`src/rtl/btn_debounce_if.sv`:
```
// Button conditioning bus: raw buttons in, debounced levels and one-hot events out.
// The debouncer takes the slave modport; whoever drives the buttons takes master.
interface btn_debounce_if #(
    parameter int N_BTN = 4
);
    logic [N_BTN-1:0] btn_raw;
    logic [N_BTN-1:0] btn_level;
    logic [N_BTN-1:0] btn_press;
    logic [N_BTN-1:0] btn_release;
    logic [N_BTN-1:0] btn_long;
    logic             busy;

    modport master (
        output btn_raw,
        input  btn_level, btn_press, btn_release, btn_long, busy
    );

    modport slave (
        input  btn_raw,
        output btn_level, btn_press, btn_release, btn_long, busy
    );
endinterface

```
`src/rtl/btn_debounce_ctrl.sv`:
```
// Front-panel button synchroniser, per-button debouncer and one-hot press/release/long event FSM.
// Define BTN_LONG_PRESS_EN to build the HELD state, hold counter and btn_long events.
module btn_debounce_ctrl #(
    parameter int N_BTN           = 4,
    parameter int DEBOUNCE_CYCLES = 1250000,
    parameter int LONG_CYCLES     = 125000000,
    parameter int CNT_W           = 27
) (
    input  logic            clk,
    input  logic            rst_n,
    btn_debounce_if.slave   bus
);
    localparam int IDX_W = (N_BTN > 1) ? $clog2(N_BTN) : 1;
    localparam logic [CNT_W-1:0] DB_LAST = CNT_W'(DEBOUNCE_CYCLES);

    if ((longint'(1) << CNT_W) <= longint'((DEBOUNCE_CYCLES > LONG_CYCLES) ? DEBOUNCE_CYCLES : LONG_CYCLES)) begin : g_cnt_w_check
        $error("btn_debounce_ctrl: CNT_W too small for DEBOUNCE_CYCLES/LONG_CYCLES");
    end

`ifdef BTN_LONG_PRESS_EN
    localparam logic [CNT_W-1:0] LONG_LAST = CNT_W'(LONG_CYCLES - 1);
    typedef enum logic [1:0] {S_IDLE, S_DOWN, S_HELD} state_t;
`else
    typedef enum logic [1:0] {S_IDLE, S_DOWN} state_t;
`endif

    logic [N_BTN-1:0] r_sync1;
    logic [N_BTN-1:0] r_sync2;
    logic [N_BTN-1:0] r_level;
    logic [N_BTN-1:0] r_level_d;
    logic [CNT_W-1:0] r_dcnt [N_BTN];

    state_t           r_state;
    state_t           w_state_nxt;
    logic [IDX_W-1:0] r_idx;
    logic [IDX_W-1:0] w_idx_nxt;
    logic [N_BTN-1:0] r_press,   w_press_nxt;
    logic [N_BTN-1:0] r_release, w_release_nxt;
    logic [N_BTN-1:0] r_long,    w_long_nxt;
    logic             r_busy;
    logic             w_busy_nxt;
`ifdef BTN_LONG_PRESS_EN
    logic [CNT_W-1:0] r_hcnt;
    logic [CNT_W-1:0] w_hcnt_nxt;
`endif

    logic [N_BTN-1:0] w_rise;
    logic             w_any_rise;
    logic [IDX_W-1:0] w_sel;
    logic [N_BTN-1:0] w_sel_oh;
    logic [N_BTN-1:0] w_idx_oh;

    // A new level is accepted only after the synchronised input has differed for
    // DEBOUNCE_CYCLES consecutive counted cycles; any return to the old level restarts.
    always_ff @(posedge clk or negedge rst_n) begin
        if (!rst_n) begin
            r_sync1   <= '0;
            r_sync2   <= '0;
            r_level   <= '0;
            r_level_d <= '0;
            for (int i = 0; i < N_BTN; i++) r_dcnt[i] <= '0;
        end else begin
            r_sync1   <= bus.btn_raw;
            r_sync2   <= r_sync1;
            r_level_d <= r_level;
            for (int i = 0; i < N_BTN; i++) begin
                if (r_sync2[i] == r_level[i]) begin
                    r_dcnt[i] <= '0;
                end else if (r_dcnt[i] == DB_LAST) begin
                    r_level[i] <= r_sync2[i];
                    r_dcnt[i]  <= '0;
                end else begin
                    r_dcnt[i] <= r_dcnt[i] + 1'b1;
                end
            end
        end
    end

    assign w_rise     = r_level & ~r_level_d;
    assign w_any_rise = |w_rise;

    // Ascending scan: the highest set index overwrites lower ones.
    always_comb begin
        w_sel = '0;
        for (int i = 0; i < N_BTN; i++) begin
            if (w_rise[i]) w_sel = IDX_W'(i);
        end
    end

    assign w_sel_oh = N_BTN'(1) << w_sel;
    assign w_idx_oh = N_BTN'(1) << r_idx;

    always_comb begin
        w_state_nxt   = r_state;
        w_idx_nxt     = r_idx;
        w_press_nxt   = '0;
        w_release_nxt = '0;
        w_long_nxt    = '0;
`ifdef BTN_LONG_PRESS_EN
        w_hcnt_nxt    = r_hcnt;
`endif
        case (r_state)
            S_IDLE: begin
                if (w_any_rise) begin
                    w_press_nxt = w_sel_oh;
                    w_idx_nxt   = w_sel;
                    w_state_nxt = S_DOWN;
`ifdef BTN_LONG_PRESS_EN
                    w_hcnt_nxt  = '0;
`endif
                end
            end
            S_DOWN: begin
                // Release wins over a long-press landing in the same cycle.
                if (!r_level[r_idx]) begin
                    w_release_nxt = w_idx_oh;
                    w_state_nxt   = S_IDLE;
                end
`ifdef BTN_LONG_PRESS_EN
                else if (r_hcnt == LONG_LAST) begin
                    w_long_nxt  = w_idx_oh;
                    w_state_nxt = S_HELD;
                end else begin
                    w_hcnt_nxt = r_hcnt + 1'b1;
                end
`endif
            end
`ifdef BTN_LONG_PRESS_EN
            S_HELD: begin
                if (!r_level[r_idx]) begin
                    w_release_nxt = w_idx_oh;
                    w_state_nxt   = S_IDLE;
                end
            end
`endif
            default: w_state_nxt = S_IDLE;
        endcase
        w_busy_nxt = (w_state_nxt != S_IDLE);
    end

    always_ff @(posedge clk or negedge rst_n) begin
        if (!rst_n) begin
            r_state   <= S_IDLE;
            r_idx     <= '0;
            r_press   <= '0;
            r_release <= '0;
            r_long    <= '0;
            r_busy    <= 1'b0;
`ifdef BTN_LONG_PRESS_EN
            r_hcnt    <= '0;
`endif
        end else begin
            r_state   <= w_state_nxt;
            r_idx     <= w_idx_nxt;
            r_press   <= w_press_nxt;
            r_release <= w_release_nxt;
            r_long    <= w_long_nxt;
            r_busy    <= w_busy_nxt;
`ifdef BTN_LONG_PRESS_EN
            r_hcnt    <= w_hcnt_nxt;
`endif
        end
    end

    assign bus.btn_level   = r_level;
    assign bus.btn_press   = r_press;
    assign bus.btn_release = r_release;
    assign bus.btn_long    = r_long;
    assign bus.busy        = r_busy;
endmodule

```
`src/flat_wrapper.sv`:
```
// flat-port wrapper written by rule: the top's interface ports become plain ports
module btn_debounce_ctrl_flat 
#(
    parameter int N_BTN           = 4,
    parameter int DEBOUNCE_CYCLES = 1250000,
    parameter int LONG_CYCLES     = 125000000,
    parameter int CNT_W           = 27
)
  (clk, rst_n, bus_btn_raw, bus_btn_level, bus_btn_press, bus_btn_release, bus_btn_long, bus_busy);
  btn_debounce_if #(.N_BTN(N_BTN)) bus_i ();
  input  logic clk;
  input  logic rst_n;
  input wire logic [$bits(bus_i.btn_raw)-1:0] bus_btn_raw;
  output wire logic [$bits(bus_i.btn_level)-1:0] bus_btn_level;
  output wire logic [$bits(bus_i.btn_press)-1:0] bus_btn_press;
  output wire logic [$bits(bus_i.btn_release)-1:0] bus_btn_release;
  output wire logic [$bits(bus_i.btn_long)-1:0] bus_btn_long;
  output wire logic [$bits(bus_i.busy)-1:0] bus_busy;
  assign bus_i.btn_raw = bus_btn_raw;
  assign bus_btn_level = bus_i.btn_level;
  assign bus_btn_press = bus_i.btn_press;
  assign bus_btn_release = bus_i.btn_release;
  assign bus_btn_long = bus_i.btn_long;
  assign bus_busy = bus_i.busy;
  btn_debounce_ctrl #(.N_BTN(N_BTN), .DEBOUNCE_CYCLES(DEBOUNCE_CYCLES), .LONG_CYCLES(LONG_CYCLES), .CNT_W(CNT_W)) u_core (.clk(clk), .rst_n(rst_n), .bus(bus_i));
endmodule
```
`config.mk`:
```
export PLATFORM = sky130hd
export DESIGN_NAME = btn_debounce_ctrl_flat
export DESIGN_NICKNAME = d
export VERILOG_FILES = /design/src/rtl/btn_debounce_if.sv /design/src/rtl/btn_debounce_ctrl.sv /design/src/flat_wrapper.sv
export SDC_FILE = /design/constraint.sdc
export NUM_CORES = 1
export LEC_CHECK = 0
export CAP_MARGIN = 20
export CORE_MARGIN = 2
export CORE_UTILIZATION = 60
export CTS_CLUSTER_DIAMETER = 120
export DETAILED_ROUTE_END_ITERATION = 10
export PLACE_DENSITY = 0.8
export SLEW_MARGIN = 20
export SYNTH_ARGS = -nofsm -noshare
export SYNTH_HDL_FRONTEND = slang
export SYNTH_SLANG_ARGS = --single-unit
```
`constraint.sdc`:
```
create_clock -name clk -period 2.92 [get_ports clk]
set_clock_uncertainty 0.1 [all_clocks]
set_input_delay 0.438 -clock clk [delete_from_list [all_inputs] [get_ports clk]]
set_output_delay 0.438 -clock clk [all_outputs]
set_load 0.02 [all_outputs]
```
==> impl_metrics.tcl, run 1 <==
set metrics [dict create \
    p_seq_share_pct 45.5 \
    grt-ovfl-total 0 \
    dr.pass1.iters 8 \
    synthXorXnorAreaFrac_pct 7.40 \
    power_w 0.00427 \
    dieArea_sq_um 12300 \
    layout_common_cells "137 x dfrtp_1, 74 x nor2_1, 42 x a21oi_1" \
    arrival_ns 2.64 \
    synth.distinct_cells 49 \
    num_rows 39 \
    ys.flop_type "dfrtp_1" \
    synth_compound_area_share_pct 9.02 \
    h-tree-depth 4 \
    rr_worst_depth 5 \
    grt_pass1_wl_microns 24800 \
    p_int_w 0.00338 \
    synth_seq_cells 137 \
    fin_crit_ns 2.39 \
    period_share_pct 81.9 \
    worst_ep_required_time_ns 3.17 \
    ys_top_cells_by_area "dfrtp_1 50%, xnor2_1 5.2%, nor2_1 4.0%" \
    path_depth 5 \
    cts_buffers 17 \
    min_path_cells 0 \
    cts-resized-gates 0 \
    core-area_sq_um 11300 \
    synth_top_area_cell "dfrtp_1" \
    r2r-start "u_core.r_dcnt[81]" \
    outcome "finished, final reports clean" \
    grt_antenna_before_repair 0 \
    post_cts_buffers 0 \
    clkSinkCount 137 \
    ys_async_sr_fraction_pct 100 \
    hold_class "flop to flop" \
    post_drt_via_cell_ratio 6.24 \
    synth_warnings 0 \
    clock_latency_ns 0.42 \
    endpoint_kind "flop" \
    initial_utilization_pct 60.9 \
    worstSetupPathType "flop to flop" \
    synth-adder-area-share_pct 1.46 \
    io_pins 23 \
    cts-root-buf "clkbuf_16" \
    crit_buf_inv 0 \
    max_slew.worst_pin.slew_ns 0.690 \
    synth_top_area_share_pct 49.9 \
    grt_usage_pct 24.7 \
    wirelength_microns 14400 \
    cellLeakagePower_nw 3.08 \
    slowest_delay_ns 0.71 \
    drt_drc_violations_left 0 \
    clockPowerShare_pct 51.4 \
    setup_viol 0 \
    rsz0062_at_grt "no" \
    fmax_ghz 0.418 \
    grt_max_degree 74 \
    synthSimpleGateAreaFrac_pct 27.1 \
    cts_tree "yes" \
    cpMostUsedCell "or4_1" \
    drv_cap 0 \
    area_delta_synth_final_pct 13.6 \
    antennaDiodeCount 0 \
    pre_cts_ws_ns 0.577 \
    synthCells 696 \
    avgRoutedWirePerCell_microns 16.6 \
    timing.rr.end "u_core.r_dcnt[107]" \
    synth.avg_cell_area_sq_um 9.87 \
    antenna_left 0 \
    dp.cells 838 \
    worstHoldEndpoint "u_core.r_sync2[3]" \
    cp_slowest_cell "or4_1" \
    yosysSeqAreaShare_pct 49.9 \
    gp_congestion 0.863 \
    slew-limit-headroom_pct 53.8 \
    muxShareOfSynthArea_pct 1.15 \
    grt_pass1_vias 5237 \
    fp.dieW_microns 111 \
    power_density_nw_per_um2 547 \
    ir_drop_mv 0.520 \
    p_comb_share_pct 3.1 \
    synthesis.area_sq_um 6870 \
    cts.clk_slew.worst_paths_ns 0.06 \
    vias 5425 \
    cts_buffer_depth 2 \
    setup_tns_ns 0 \
    whs_ns 0.254 \
    path_cells "ha_1 > nand3_1 > or4_1 > or4_1 > a21oi_1" \
    drt-initial-drc-count 783 \
    hold_violations 0 \
    crit_family "simple AND/OR/NAND/NOR gates" \
    hpwl_microns 9380 \
    portBuffers 18 \
    critPathLaunchType "flop" \
    drive_above_1_share_pct 9.35 \
    worstPathMaxFanout 13 \
    hold_buffers 1 \
    num-nets-final 729 \
    synth_top_family_by_area "simple AND/OR/NAND/NOR gates" \
    layout_commonest_cell "dfrtp_1" \
    swShare_pct 20.7 \
    final_cells 870 \
    drv_slew 0 \
    fin_ws_ns 0.528 \
    power_switching_w 0.000882 \
    worst-r2r-setup-slack_ns 0.53 \
    dieHeight_microns 111 \
    synth_edf_count 0 \
    worstHoldStart "u_core.r_sync1[3]" \
]
[synth_stat cells (all sizes together), types with 5 or more instances]
library cell and n:
nand2 33, nor2 74, or4 28, mux2 5
nand4 33, clkbuf 18, dfrtp 137, or2 6
o31ai 19, or3 24, buf 15, o21ai 30
nor4 21, xnor2 41, ha 8, and4 14
nor4b 13, nor3 16, inv 27, nand3 38
xor2 17, a21oi 43, and3 6
[cell families after synthesis]
logic type | Yosys count
AOI/OAI and AO/OA | 101
xor gates and xnor gates | 58
adders and majority gates | 8
buffers and inverters | 60
DFF | 137
muxes | 6
other | 1
and+or+nand+nor | 325
[how the worst max path moves through the flow]
stage,startpoint,to
2_1_floorplan,u_core.r_dcnt[48],u_core.r_dcnt[51]
3_3_place_gp,u_core.r_dcnt[81],u_core.r_dcnt[107]
3_5_place_dp,u_core.r_dcnt[81],u_core.r_dcnt[107]
4_1_cts,u_core.r_dcnt[81],u_core.r_dcnt[107]
5_1_grt,u_core.r_dcnt[81],u_core.r_dcnt[107]
6_report,u_core.r_dcnt[81],u_core.r_dcnt[107]
[through the flow]
stage                     area [sq um]  utilization (%)
after floorplan                   6880                -
after global placement            7190             63.8
after detailed placement          7190             63.8
after CTS                         7800             69.2
after global routing              7800             69.2
final                             7800             69.2
[worst reg2reg max path, cell delays in order (launching register included)]
cell     delay (ns)
dfrtp_1        0.40
ha_1           0.24
nand3_1        0.17
or4_1          0.71
or4_1          0.54
a21oi_1        0.16
[sequential cells by signal, indices dropped and copies added, names as in the netlist]
register / flops
u_core.bus.busy: 1
u_core.r_dcnt: 108
u_core.r_state: 2
u_core.bus.btn_release: 4
u_core.r_sync1: 4
u_core.r_idx: 2
u_core.r_sync2: 4
u_core.r_level_d: 4
u_core.bus.btn_press: 4
u_core.bus.btn_level: 4
[layer usage]
layer	up-vias	global-route usage, %	share of wire, %
li1	2583	-	-
met1	2676	32.8	44
met2	143	40.7	50
met3	23	5.96	4.3
met4	0	7.58	1.5
met5	-	0	0
[power by group through the flow]
stage / clock network [W] / logic [W] / registers, W
after detailed placement: 0 / 0.000132 / 0.00197
after global placement: 0 / 0.000128 / 0.00197
final: 0.00219 / 0.000130 / 0.00194
after floorplan: 0 / 0.0000736 / 0.00197
after global routing: 0.00231 / 0.000152 / 0.00194
after CTS: 0.00222 / 0.000134 / 0.00194
[layout make-up]
type	count	area, sq um
repair buffers	29	279
clock buffers	23	488
fillers	805	3470
inverters	27	101
well taps	143	179
flip-flops and latches	137	3430
clock inverters	8	118
multi-input cells	503	3210
Power figures use the tool's default switching activity.
==> run 2, diff against run 1 <==
--- a/config.mk
+++ b/config.mk
@@ -7,10 +7,10 @@
 export LEC_CHECK = 0
 export CAP_MARGIN = 20
 export CORE_MARGIN = 2
-export CORE_UTILIZATION = 60
+export CORE_UTILIZATION = 55
 export CTS_CLUSTER_DIAMETER = 120
 export DETAILED_ROUTE_END_ITERATION = 10
-export PLACE_DENSITY = 0.8
+export PLACE_DENSITY = 0.78
 export SLEW_MARGIN = 20
 export SYNTH_ARGS = -nofsm -noshare
 export SYNTH_HDL_FRONTEND = slang
==> constraint.sdc (replaced) <==
create_clock -name clk -period 2.1 [get_ports clk]
set_clock_uncertainty 0.1 [all_clocks]
set_input_delay 0.315 -clock clk [delete_from_list [all_inputs] [get_ports clk]]
set_output_delay 0.315 -clock clk [all_outputs]
set_load 0.02 [all_outputs]
==> run 2 against run 1 <==
The run now ends with setup timing left. Count of clock-buffer cells in the layout unchanged. Combinational power rose by 67%. Final area up 7.1%. Critical path depth is the same. Total power is 43% higher. Core utilization decreased by 0.24 points. Sequential share of layout area down 2.8 points. Via count is 3.8% higher. Global-route usage shrank 0.11 points. First-iteration DRC count is 35% lower. Routed wire length is 5.2% higher. Setup slack got worse by 0.54 ns.
==> impl_metrics.tcl, run 2 (synthesized netlist as in run 1, its figures left out) <==
set metrics [dict create \
    worst_ep_required_time_ns 2.29 \
    grt_pass1_wl_microns 26100 \
    dpl_cell_area_sq_um 7630 \
    largest-register "u_core.r_dcnt" \
    worstSetupPathType "flop to flop" \
    drt_drc_violations_left 0 \
    min_path_cells 1 \
    finalInstanceArea_sq_um 8360 \
    hold_violations 0 \
    h-tree-depth 4 \
    vias 5632 \
    gp_congestion 0.868 \
    rr_worst_depth 5 \
    grt_antenna_before_repair 0 \
    dr_wl_met2_microns 7610 \
    highest_layer "met4" \
    grt_pass1_vias 5602 \
    num-nets-final 783 \
    drt-initial-drc-count 507 \
    fin_crit_ns 2.11 \
    fin_ws_ns -0.00835 \
    cts_buffers 17 \
    cts-root-buf "clkbuf_16" \
    cts.clk_slew.worst_paths_ns 0.06 \
    hold_class "primary input to flop" \
    cts_buffer_depth 2 \
    wl_met1_microns 6770 \
    endpoint_kind "flop" \
    layout_commonest_cell "dfrtp_1" \
    core-area_sq_um 12100 \
    fp.dieW_microns 116 \
    dieHeight_microns 116 \
    ir_drop_mv 0.536 \
    cts_tree "yes" \
    utilization_pct 69.0 \
    avgRoutedWirePerCell_microns 16.0 \
    dieArea_sq_um 13400 \
    violations "setup timing" \
    grt_max_degree 39 \
    layout_common_cells "132 x dfrtp_1, 73 x nor2_1, 57 x buf_4" \
    power_w 0.00611 \
    grt_usage_pct 24.6 \
    period_share_pct 100 \
    critPathLaunchType "flop" \
    fmax_ghz 0.474 \
    pre_cts_ws_ns -0.0345 \
    wl_met3_microns 591 \
    post_drt_via_cell_ratio 5.93 \
    arrival_ns 2.30 \
    clock_latency_ns 0.42 \
    drv_slew 0 \
    dr.pass1.iters 5 \
    num_rows 40 \
    cellLeakagePower_nw 3.38 \
    setup_viol 3 \
    power_density_nw_per_um2 731 \
    clkSinkCount 137 \
    grt-ovfl-total 0 \
    whs_ns 0.233 \
    portBuffers 18 \
    initial_utilization_pct 56.7 \
    wirelength_microns 15200 \
    antennaDiodeCount 0 \
    area_delta_synth_final_pct 21.7 \
    io_pins 23 \
    rsz0062_at_grt "yes" \
    drive_above_1_share_pct 16.8 \
    antenna_left 0 \
    outcome "finished with violations" \
    largest_reg_flops 108 \
    drv_cap 0 \
    worstPathMaxFanout 27 \
    hpwl_microns 10200 \
]
run 2: cell types whose count changed in the layout (fill, tap and decap cells not counted), sizes merged:
cell      change
clkinvlp      -1
buf          +54
bufinv        +2
clkinv        -1
run 2: report_power, final:
part	leakage, nW	internal (W)	switching [W]	total (W)
clock	0.305	0.00213	0.00107	0.00319
sequential	1.88	0.00267	0.0000320	0.00270
combinational	1.19	0.0000846	0.000132	0.000217
run 2: path summary, 6_finish.rpt:
kind                              startpoint                 to  slack (ns)
setup / recovery           u_core.r_dcnt[50]  u_core.r_dcnt[49]      -0.008
hold reg to reg            u_core.r_sync1[2]  u_core.r_sync2[2]        0.25
hold / removal                bus_btn_raw[2]  u_core.r_sync1[2]        0.23
setup reg to reg           u_core.r_dcnt[50]  u_core.r_dcnt[49]      -0.008
max in group asynchronous              rst_n  u_core.r_dcnt[45]        1.04
min in group asynchronous              rst_n  u_core.r_dcnt[59]        0.28
run 2: worst max-delay path: stages (launching register included):
cell and delay [ns]:
dfrtp_1 0.37, or4_1 0.52, or4_4 0.56, o21ai_4 0.16, buf_12 0.19, a21oi_1 0.07
run 2: stage by stage:
step | TNS (ns) | instances
floorplan | 0 | 700
detailed placement | -0.0345 | 911
global placement | 0 | 911
CTS | -0.00377 | 944
global route | -1.94 | 949
finish | -0.0101 | 949
run 2: area by class of cell:
cell class | count | area (sq um)
fill | 900 | 3750
tap | 168 | 210
multi-input combinational | 503 | 3240
clock buffer | 23 | 458
sequential | 137 | 3430
clock inverter | 8 | 169
inverter | 27 | 101
timing repair buffer | 83 | 742
run 2: routing by layer:
| layer | vias up | global-route usage, % |
|---|---|---|
| li1 | 2685 | - |
| met1 | 2783 | 31.6 |
| met2 | 144 | 40.7 |
| met3 | 20 | 5.91 |
| met4 | 0 | 9.44 |
| met5 | - | 0 |
run 2: timing repair:
action	4_1_cts	5_1_grt
resized for setup	1	14
buffers inserted	1	5
hold buffers	1	0
endpoints found under the hold margin	33	0
pin swaps	0	3
endpoints found under the setup margin	2	63
cloned	0	0
